[config.mk]
export PLATFORM = sky130hd
export DESIGN_NAME = block_scheduler
export DESIGN_NICKNAME = d
export VERILOG_FILES = /design/src/rtl/block_scheduler.sv
export SDC_FILE = /design/constraint.sdc
export NUM_CORES = 1
export LEC_CHECK = 0
export CAP_MARGIN = 40
export CORE_ASPECT_RATIO = 0.7
export CORE_MARGIN = 2
export CORE_UTILIZATION = 51
export DETAILED_ROUTE_END_ITERATION = 8
export PLACE_DENSITY = 0.8
export SLEW_MARGIN = 15
export SYNTH_ARGS = -nofsm -noshare
export SYNTH_HDL_FRONTEND = slang
export SYNTH_SLANG_ARGS = --single-unit
export TNS_END_PERCENT = 20
[constraint.sdc]
create_clock -name i_clk -period 3.8 [get_ports i_clk]
set_input_delay 0.95 -clock i_clk [delete_from_list [all_inputs] [get_ports i_clk]]
set_output_delay 0.95 -clock i_clk [all_outputs]
set_load 0.005 [all_outputs]
[src/rtl/block_scheduler.sv]
// Falling-block launch scheduler: plays a lane-mask/gap pattern against frame ticks.
// Define BLOCK_SCHED_LOOP_EN to wrap the pattern forever instead of draining.
module block_scheduler #(
  parameter int NUM_LANES   = 5,
  parameter int PATTERN_LEN = 16,
  localparam int AW = $clog2(PATTERN_LEN)
) (
  input  logic                 i_clk,
  input  logic                 i_rst_n,
  input  logic                 i_run,
  input  logic                 i_frame_clk,
  input  logic [NUM_LANES-1:0] i_block_done,
  output logic [AW-1:0]        o_pattern_addr,
  input  logic [8:0]           i_pattern_data,
  output logic [NUM_LANES-1:0] o_block_ready,
  output logic [7:0]           o_overrun_cnt,
  output logic                 o_busy,
  output logic                 o_done
);

  typedef enum logic [2:0] {
    S_IDLE,
    S_LOAD,
    S_LAUNCH,
    S_WAIT,
    S_PAUSE,
    S_DRAIN,
    S_DONE
  } state_t;

  state_t r_state;
  state_t w_next;

  logic                 r_sync1;
  logic                 r_sync2;
  logic                 r_sync3;
  logic                 r_tick;
  logic [AW-1:0]        r_addr;
  logic [3:0]           r_gap_cnt;
  logic [NUM_LANES-1:0] r_mask;
  logic [NUM_LANES-1:0] r_ready;
  logic [7:0]           r_ovr;

  logic [NUM_LANES-1:0] w_mask_in;
  logic [NUM_LANES-1:0] w_refused;
  logic [8:0]           w_nref;
  logic [8:0]           w_sum;
  logic                 w_last;
  logic                 w_launch;
  logic                 w_step;

  // frame_clk crosses domains: two sync flops, then a registered edge pulse
  always_ff @(posedge i_clk or negedge i_rst_n) begin
    if (!i_rst_n) begin
      r_sync1 <= 1'b0;
      r_sync2 <= 1'b0;
      r_sync3 <= 1'b0;
      r_tick  <= 1'b0;
    end else begin
      r_sync1 <= i_frame_clk;
      r_sync2 <= r_sync1;
      r_sync3 <= r_sync2;
      r_tick  <= r_sync2 & ~r_sync3;
    end
  end

  always_comb begin
    w_mask_in = '0;
    for (int i = 0; i < NUM_LANES; i++) begin
      if (i < 5) w_mask_in[i] = i_pattern_data[4+i];
    end
  end

  assign w_last   = (r_addr == AW'(PATTERN_LEN - 1));
  assign w_launch = (r_state == S_LAUNCH);
  assign w_step   = (r_state == S_WAIT) && i_run && r_tick;

  // a lane freed in the launch cycle is relaunched, not refused
  assign w_refused = w_launch ? (r_mask & r_ready & ~i_block_done) : '0;

  always_comb begin
    w_nref = '0;
    for (int i = 0; i < NUM_LANES; i++) begin
      w_nref = w_nref + 9'(w_refused[i]);
    end
  end

  assign w_sum = {1'b0, r_ovr} + w_nref;

  always_ff @(posedge i_clk or negedge i_rst_n) begin
    if (!i_rst_n) r_state <= S_IDLE;
    else          r_state <= w_next;
  end

  always_comb begin
    w_next = r_state;
    unique case (r_state)
      S_IDLE:   if (i_run) w_next = S_LOAD;
      S_LOAD:   w_next = S_LAUNCH;
      S_LAUNCH: w_next = S_WAIT;
      S_WAIT: begin
        if (!i_run) begin
          w_next = S_PAUSE;
        end else if (r_tick && r_gap_cnt == 4'd1) begin
`ifdef BLOCK_SCHED_LOOP_EN
          w_next = S_LOAD;
`else
          w_next = w_last ? S_DRAIN : S_LOAD;
`endif
        end
      end
      S_PAUSE:  if (i_run) w_next = S_WAIT;
      S_DRAIN:  if (r_ready == '0) w_next = S_DONE;
      S_DONE:   if (!i_run) w_next = S_IDLE;
      default:  w_next = S_IDLE;
    endcase
  end

  always_ff @(posedge i_clk or negedge i_rst_n) begin
    if (!i_rst_n) begin
      r_addr    <= '0;
      r_gap_cnt <= '0;
      r_mask    <= '0;
    end else begin
      if (r_state == S_IDLE) r_addr <= '0;
      if (r_state == S_LOAD) begin
        r_mask    <= w_mask_in;
        r_gap_cnt <= (i_pattern_data[3:0] == 4'd0) ? 4'd1
                                                   : i_pattern_data[3:0];
      end
      if (w_step) begin
        if (r_gap_cnt == 4'd1) begin
          if (!w_last) begin
            r_addr <= r_addr + AW'(1);
          end else begin
`ifdef BLOCK_SCHED_LOOP_EN
            r_addr <= '0;
`else
            r_addr <= r_addr;
`endif
          end
        end else begin
          r_gap_cnt <= r_gap_cnt - 4'd1;
        end
      end
    end
  end

  always_ff @(posedge i_clk or negedge i_rst_n) begin
    if (!i_rst_n) begin
      r_ready <= '0;
      r_ovr   <= '0;
    end else begin
      r_ready <= (r_ready & ~i_block_done) | (w_launch ? r_mask : '0);
      if (w_launch) r_ovr <= w_sum[8] ? 8'hFF : w_sum[7:0];
    end
  end

  assign o_pattern_addr = r_addr;
  assign o_block_ready  = r_ready;
  assign o_overrun_cnt  = r_ovr;
  assign o_busy = (r_state == S_LOAD)  || (r_state == S_LAUNCH) ||
                  (r_state == S_WAIT)  || (r_state == S_PAUSE)  ||
                  (r_state == S_DRAIN);
  assign o_done = (r_state == S_DONE);

endmodule
==> key figures, run 1 <==
Status
  – Status: finished, final reports clean

Detailed routing
  – DR vias: ~1,500
  – First DRT Iteration DRCs: around 160
  – DR DRC count: 0
  – Routed wire length: 4.202 mm
  – Via density: between 5 and 6
  – ANT nets after route: 0
  – First-pass DRT Iterations: 4
  – Avg WL per Cell: between 15 and 20 um

Logic synthesis
  – Synth unique cells: 47
  – Fraction of registers with async set/reset: between 90% and 100%
  – Yosys Warn Count: 0
  – Post-synthesis sequential area ratio: between 40% and 50%
  – Synth top area share: between 40 and 50%
  – Synth Register Bits: 33
  – Ys flop type: dfrtp_1
  – Top post-synthesis cells by area: dfrtp_1 46%, nand2_1 7.1%, ha_1 4.9%
  – Syn Area/Cell: slightly below 10 um2
  – EDFF count, synth: 0
  – Syn Nets: 210
  – Synth Cell Area: roughly 0.0018 mm2
  – Post-synth top area cell: dfrtp_1
  – Post-Syn Instances: between 150 and 200

Clock network
  – Clock tree root driver cell: clkbuf_8
  – Sink Count: 33
  – Post-CTS setup buffer count: 0
  – Cts hold-fix bufs: 0
  – CTS H-tree lvls: 2
  – CTS tree: yes
  – Clk slew on worst S/H paths: 70 ps
  – CTS buffer count: 5
  – Post-CTS Resized: 1
  – Clock buffer depth: 2
  – Clock insertion delay at the later pin of the skew report: 290 ps

STA
  – Part of the cycle the worst path needs: a little over nine tenths
  – Final min period: roughly 3700 ps
  – Final max-slew violation count: 0
  – Setup TNS: 0 ps
  – Final Hold Violating Endpoints: 0
  – Slew @ Worst Pin: around 420 ps
  – Min setup slack post-route: 139.4 ps
  – Clk_skew: roughly 12 ps
  – Unrepaired setup endpoints after global routing: no
  – Slew HR: 71.72%
  – Hold slack: 355.5 ps
  – Final setup vio count: 0
  – Max Fclk: 273.2 MHz

Hold path
  – WHS Endpoint: r_sync2
  – Hold Path Stages: 0
  – Hold_sp: r_sync1
  – Hold Path Class: reg -> reg

Finish
  – # nets final: 256
  – ANT cells: 0
  – Area Growth Syn to Fin: 29.69%
  – Layout cells sized above 1: a little over an eighth
  – Fin area: about 0.0023 mm2
  – Most frequent cells in the layout: 36 x clkdlybuf4s50_1, 34 x nand2_1, 33 x dfrtp_1
  – Final Non-Filler Cells: between 200 and 300
  – Commonest non-fill, non-tap cell in the layout: clkdlybuf4s50_1
  – Final Util: roughly 71%

Floorplanning
  – Die X: ~75 um
  – CORE AREA: ~0.0033 mm2
  – Total die area: around 0.0040 mm2
  – Die height: around 54 um
  – IO Count: 37
  – Initial core utilization: between 50 and 60%
  – Site Rows: 17

Pwr
  – Logic pwr share: a little under half
  – Net switching power figure: approximately 0.55 mW
  – Pleak: between 1 and 1.5 nW
  – Switching Fraction: 38.33%
  – Total power: around 1.4 mW
  – Power Internal: 0.8919 mW
  – Reg power frac: 38.1%
  – Peak VDD IR: approximately 0.4 mV
  – Power Density: ~620 mW/mm2
  – Clk pwr share: 16.7%

Worst setup path
  – Worst EP required: 3980 ps
  – CP bufs+invs: 1
  – R2R Path Start: r_state[0]
  – Family with the most delay on the worst path: adder cells
  – Worst-path maximum fanout: 3
  – Critical path class: in -> reg
  – Flop2flop setup slack: between 500 and 600 ps
  – Critical Path Source Type: input pin
  – Worst Reg-to-Reg Cells: 11
  – CP max-delay cell: fa_1
  – CP Capture Type: register
  – Crit-path max cell delay: roughly 500 ps
  – Crit path cell chain: clkdlybuf4s50_1 -> nor3_2 -> fa_1 -> fa_1 -> ha_1 -> fa_2 -> a21o_1 -> nand4_2 -> nand2_1 -> mux2_2
  – Worst EP arrival: about 3800 ps
  – CP most frequent cell: fa_1
  – R2r endpoint: o_overrun_cnt[3]

Placement
  – Post-DP HPWL: 3.134 mm
  – Port bufs: 36
  – GP Congestion: slightly above 0.8
  – Placed inst area: roughly 0.0022 mm2
  – Post-Place Worst Slack: -328.2 ps
  – DP Cell Count: around 270

GRT
  – Grt total ovfl: 0
  – GRT Total Usage: between 20% and 30%
  – Pin count of the biggest net entering global routing: 34
  – Vias in the first global route: roughly 1,500
  – Initial antenna violation count: 0
  – First-pass GRT wire length: around 7 mm

Run
  – Total of max-cap violations: 0
## worst register-to-register path, cell delays in order, from the launching register on
cell and delay, ps:
dfrtp_1 390, nor3b_2 250, nand2_1 130, nor3_2 160, fa_1 470, fa_1 500, ha_1 240, fa_2 380
a21o_1 220, nand4_2 110, nand2_1 60, mux2_2 260
## final cells by class
type	count	area, um2
Clock inverter	1	5.005
Clock buffer	5	68.82
Inverter	8	30.03
Tap cell	47	58.81
Fill cell	262	937.1
Multi-Input combinational cell	136	908.4
Timing Repair Buffer	44	420.4
Sequential cell	33	825.8
## per-layer routing
metal  share of wire, %  track usage, %  vias to the layer above  wire, um
met4               0.59           8.631                        0        25
met3                6.5           8.952                        4       274
li1                   -               -                      733         -
met5                  0               0                        -         0
met2                 46           36.43                       57      1929
met1                 47           32.53                      736      1973
## Yosys cell counts (3+ instances only)
library cell	number
a211oi_1	4
a21oi_1	5
dfrtp_1	33
fa_1	3
nor2b_1	4
nor3_1	11
buf_2	3
inv_1	8
ha_1	7
o21ai_0	10
a21o_1	3
nand3_1	7
a31oi_1	3
nand2_1	34
and2_1	3
nor2_1	7
## power groups by stage
stage / clock network, mW / registers, mW / logic [mW]
final: 0.242 / 0.550 / 0.654
after global routing: 0.264 / 0.561 / 0.728
after CTS: 0.247 / 0.548 / 0.651
after detailed placement: 0 / 0.553 / 0.645
after global placement: 0 / 0.544 / 0.617
after floorplan: 0 / 0.542 / 0.409
## flip-flops by register name (all words and copies together) (netlist names)
register	cells
r_sync2	1
r_sync3	1
o_pattern_addr	4
r_mask	5
o_overrun_cnt	8
r_state	3
r_tick	1
r_gap_cnt	4
r_sync1	1
o_block_ready	5
## worst max path at each step
| stage | startpoint | slack (ps) | depth (start not counted) | endpoint |
|---|---|---|---|---|
| 6_report | i_block_done[0] | 140 | 10 | o_overrun_cnt[3] |
| 5_1_grt | i_block_done[0] | 40 | 10 | o_overrun_cnt[3] |
| 4_1_cts | i_block_done[0] | 40 | 9 | o_overrun_cnt[5] |
| 3_5_place_dp | i_block_done[0] | -330 | 9 | o_overrun_cnt[5] |
| 3_3_place_gp | i_block_done[0] | -220 | 9 | o_overrun_cnt[5] |
| 2_1_floorplan | i_block_done[0] | 270 | 9 | o_overrun_cnt[3] |
## kinds of logic (layout without fill, tap and decap cells)
group / count (synthesis) / count (layout) / synth area share [%]
DFF: 33 / 33 / 46.22
muxes: 5 / 5 / 3.011
AOI/OAI and AO/OA: 35 / 35 / 12.96
and+or+nand+nor: 84 / 84 / 25.00
buffers and inverters: 13 / 58 / 3.571
adders and majority gates: 10 / 10 / 8.263
xor gates and xnor gates: 2 / 2 / 0.9806
No activity file was read; power rests on OpenSTA's default activity.
==> run 2: changes to the inputs <==
CORE_MARGIN = 5   (was 2)
==> run 2 against run 1 <==
Effect of this change:
- via count is 2.1% lower
- largest cell class unchanged
- combinational power is 3% lower
- die area is 20% higher
- first-iteration DRC count is 41% lower
==> key figures, run 2 (synthesis results as in run 1) <==
STA
  – Slew @ Worst Pin: 413.2 ps (-11.01 ps)
  – Hold slack: 364.1 ps (+8.657 ps)
  – Final max-slew violation count: 0 (unchanged)
  – Max Fclk: 275.2 MHz (+0.73%)
  – Final min period: 3634 ps (-26.57 ps)
  – Clk_skew: 7.841 ps (-4.020 ps)
  – Part of the cycle the worst path needs: 95.63% (-0.70 points)
  – Unrepaired setup endpoints after global routing: no
  – Final setup vio count: 0 (unchanged)
  – Final Hold Violating Endpoints: 0 (unchanged)
  – Slew HR: 72.45% (+0.73 points)
  – Min setup slack post-route: 166.0 ps (+26.57 ps)

Clock network
  – Clk slew on worst S/H paths: 70 ps (about the same)
  – CTS H-tree lvls: 2 (unchanged)
  – Clock buffer depth: 2 (unchanged)
  – CTS buffer count: 5 (unchanged)
  – Clock tree root driver cell: clkbuf_8
  – Post-CTS Resized: 0 (-1)
  – Cts hold-fix bufs: 0 (unchanged)
  – Sink Count: 33 (unchanged)
  – CTS tree: yes
  – Post-CTS setup buffer count: 0 (unchanged)
  – Clock insertion delay at the later pin of the skew report: 290 ps (about the same)

Pwr
  – Peak VDD IR: 0.2875 mV (-28%)
  – Power Density: 644.7 mW/mm2 (+3.3%)
  – Switching Fraction: 35.63% (-2.7 points)
  – Pleak: 1.064 nW (+2.0%)
  – Logic pwr share: 41.7% (-3.5 points)
  – Power Internal: 0.9820 mW (+10%)
  – Reg power frac: 35.8% (-2.3 points)
  – Net switching power figure: 0.5435 mW (-2.0%)
  – Clk pwr share: 22.5% (+5.8 points)

GRT
  – GRT Total Usage: 17.93% (-6.4 points)
  – Pin count of the biggest net entering global routing: 34 (unchanged)
  – First-pass GRT wire length: 6.410 mm (-8.3%)
  – Vias in the first global route: 1,396 (-7.5%)
  – Initial antenna violation count: 0 (unchanged)
  – Grt total ovfl: 0 (unchanged)

Finish
  – Layout cells sized above 1: 13.54% (+0.32 points)
  – Area Growth Syn to Fin: 32.42%
  – Largest register FFs: 8 (unchanged)
  – Commonest non-fill, non-tap cell in the layout: clkdlybuf4s50_1
  – Most frequent cells in the layout: 36 x clkdlybuf4s50_1, 34 x nand2_1, 33 x dfrtp_1
  – Final Util: 68.66% (-2.5 points)
  – Final-layout fill cell count: 286 (+9.2%)
  – # nets final: 256 (unchanged)
  – ANT cells: 0 (unchanged)
  – Final Non-Filler Cells: 279 (+1.8%)

Worst setup path
  – CP most frequent cell: fa_1
  – CP Capture Type: register
  – CP bufs+invs: 1 (unchanged)
  – Crit-path max cell delay: 490 ps (about the same)
  – Worst-path maximum fanout: 3 (unchanged)
  – Family with the most delay on the worst path: adder cells
  – Worst EP required: 3980 ps (about the same)
  – Worst EP arrival: 3820 ps (-20 ps)
  – Crit path cell chain: clkdlybuf4s50_1 -> nor3_2 -> fa_1 -> fa_1 -> ha_1 -> fa_1 -> a21o_1 -> nand4_2 -> nand2_1 -> mux2_2
  – Critical path class: in -> reg
  – CP max-delay cell: fa_1
  – Critical Path Source Type: input pin

Detailed routing
  – ANT nets after route: 0 (unchanged)
  – Avg WL per Cell: 13.70 um (-11%)
  – First DRT Iteration DRCs: 96 (-41%)
  – DR vias: 1,498 (-2.1%)
  – DR DRC count: 0 (unchanged)
  – Via density: 5.369 (-3.8%)
  – Routed wire length: 3.822 mm (-9.0%)
  – First-pass DRT Iterations: 5 (+1)

Hold path
  – Hold Path Class: reg -> reg

Floorplanning
  – Die height: 59.52 um (+11%)
  – Initial core utilization: 51.85% (-3.1 points)
  – IO Count: 37 (unchanged)
  – Total die area: 0.004806 mm2 (+20%)
  – CORE AREA: 0.003446 mm2 (+5.9%)
  – Site Rows: 18 (+1)
  – Die X: 80.75 um (+8.0%)

Placement
  – Port bufs: 36 (unchanged)
  – Post-DP HPWL: 2.798 mm (-11%)
  – GP Congestion: 0.7899 (-4.0%)
  – Post-Place Worst Slack: -242.0 ps (+86.23 ps)
  – DP Cell Count: 271 (+1.1%)

Status
  – Status: finished, final reports clean

Run
  – Total of max-cap violations: 0 (unchanged)
run 2: cell type report:
cell class / count / area, um2 / area share, %
inverter: 8 / 30.03 / 1.269
timing repair buffer: 44 / 420.4 / 17.77
clock inverter: 1 / 30.03 / 1.269
clock buffer: 7 / 86.33 / 3.649
multi-input combinational: 136 / 910.9 / 38.50
tap: 50 / 62.56 / 2.644
sequential: 33 / 825.8 / 34.90
run 2: stage by stage:
| stage | TNS (ps) | instance area (um2) | power [mW] |
|---|---|---|---|
| floorplan | 0 | 1787 | 0.9513 |
| global placement | -934.8 | 2236 | 1.161 |
| detailed placement | -1214 | 2236 | 1.181 |
| CTS | 0 | 2352 | 1.532 |
| global route | 0 | 2366 | 1.640 |
| finish | 0 | 2366 | 1.525 |
run 2: routing by layer:
metal	wire length, um	up-vias	GRT usage [%]
met4	70	0	9.880
met1	1907	721	24.93
met5	0	-	0
met2	1636	34	25.47
li1	-	736	-
met3	207	7	4.711
run 2: worst register-to-register path: stages (launching register included):
cell,delay (ps)
dfrtp_1,400
nor3b_2,300
nand2_1,140
nor3_2,200
fa_1,460
fa_1,490
ha_1,240
fa_1,430
a21o_1,220
nand4_2,90
nand2_1,60
mux2_2,260
run 2: path summary, 6_finish.rpt:
kind,cells after the start,from,to,slack (ps)
min,0,r_sync1,r_sync2,360
max reg2reg,11,r_state[0],o_overrun_cnt[3],420
max,10,i_block_done[2],o_overrun_cnt[3],170
max in group asynchronous,2,i_rst_n,o_overrun_cnt[1],2450
min in group asynchronous,2,i_rst_n,r_gap_cnt[1],1050
min reg2reg,0,r_sync1,r_sync2,360
run 2: power by group through the flow:
stage	combinational (mW)	clock, mW	sequential (mW)
after floorplan	0.409	0	0.542
after global placement	0.615	0	0.546
after CTS	0.635	0.351	0.546
final	0.636	0.343	0.546
after global routing	0.709	0.368	0.562
after detailed placement	0.630	0	0.550
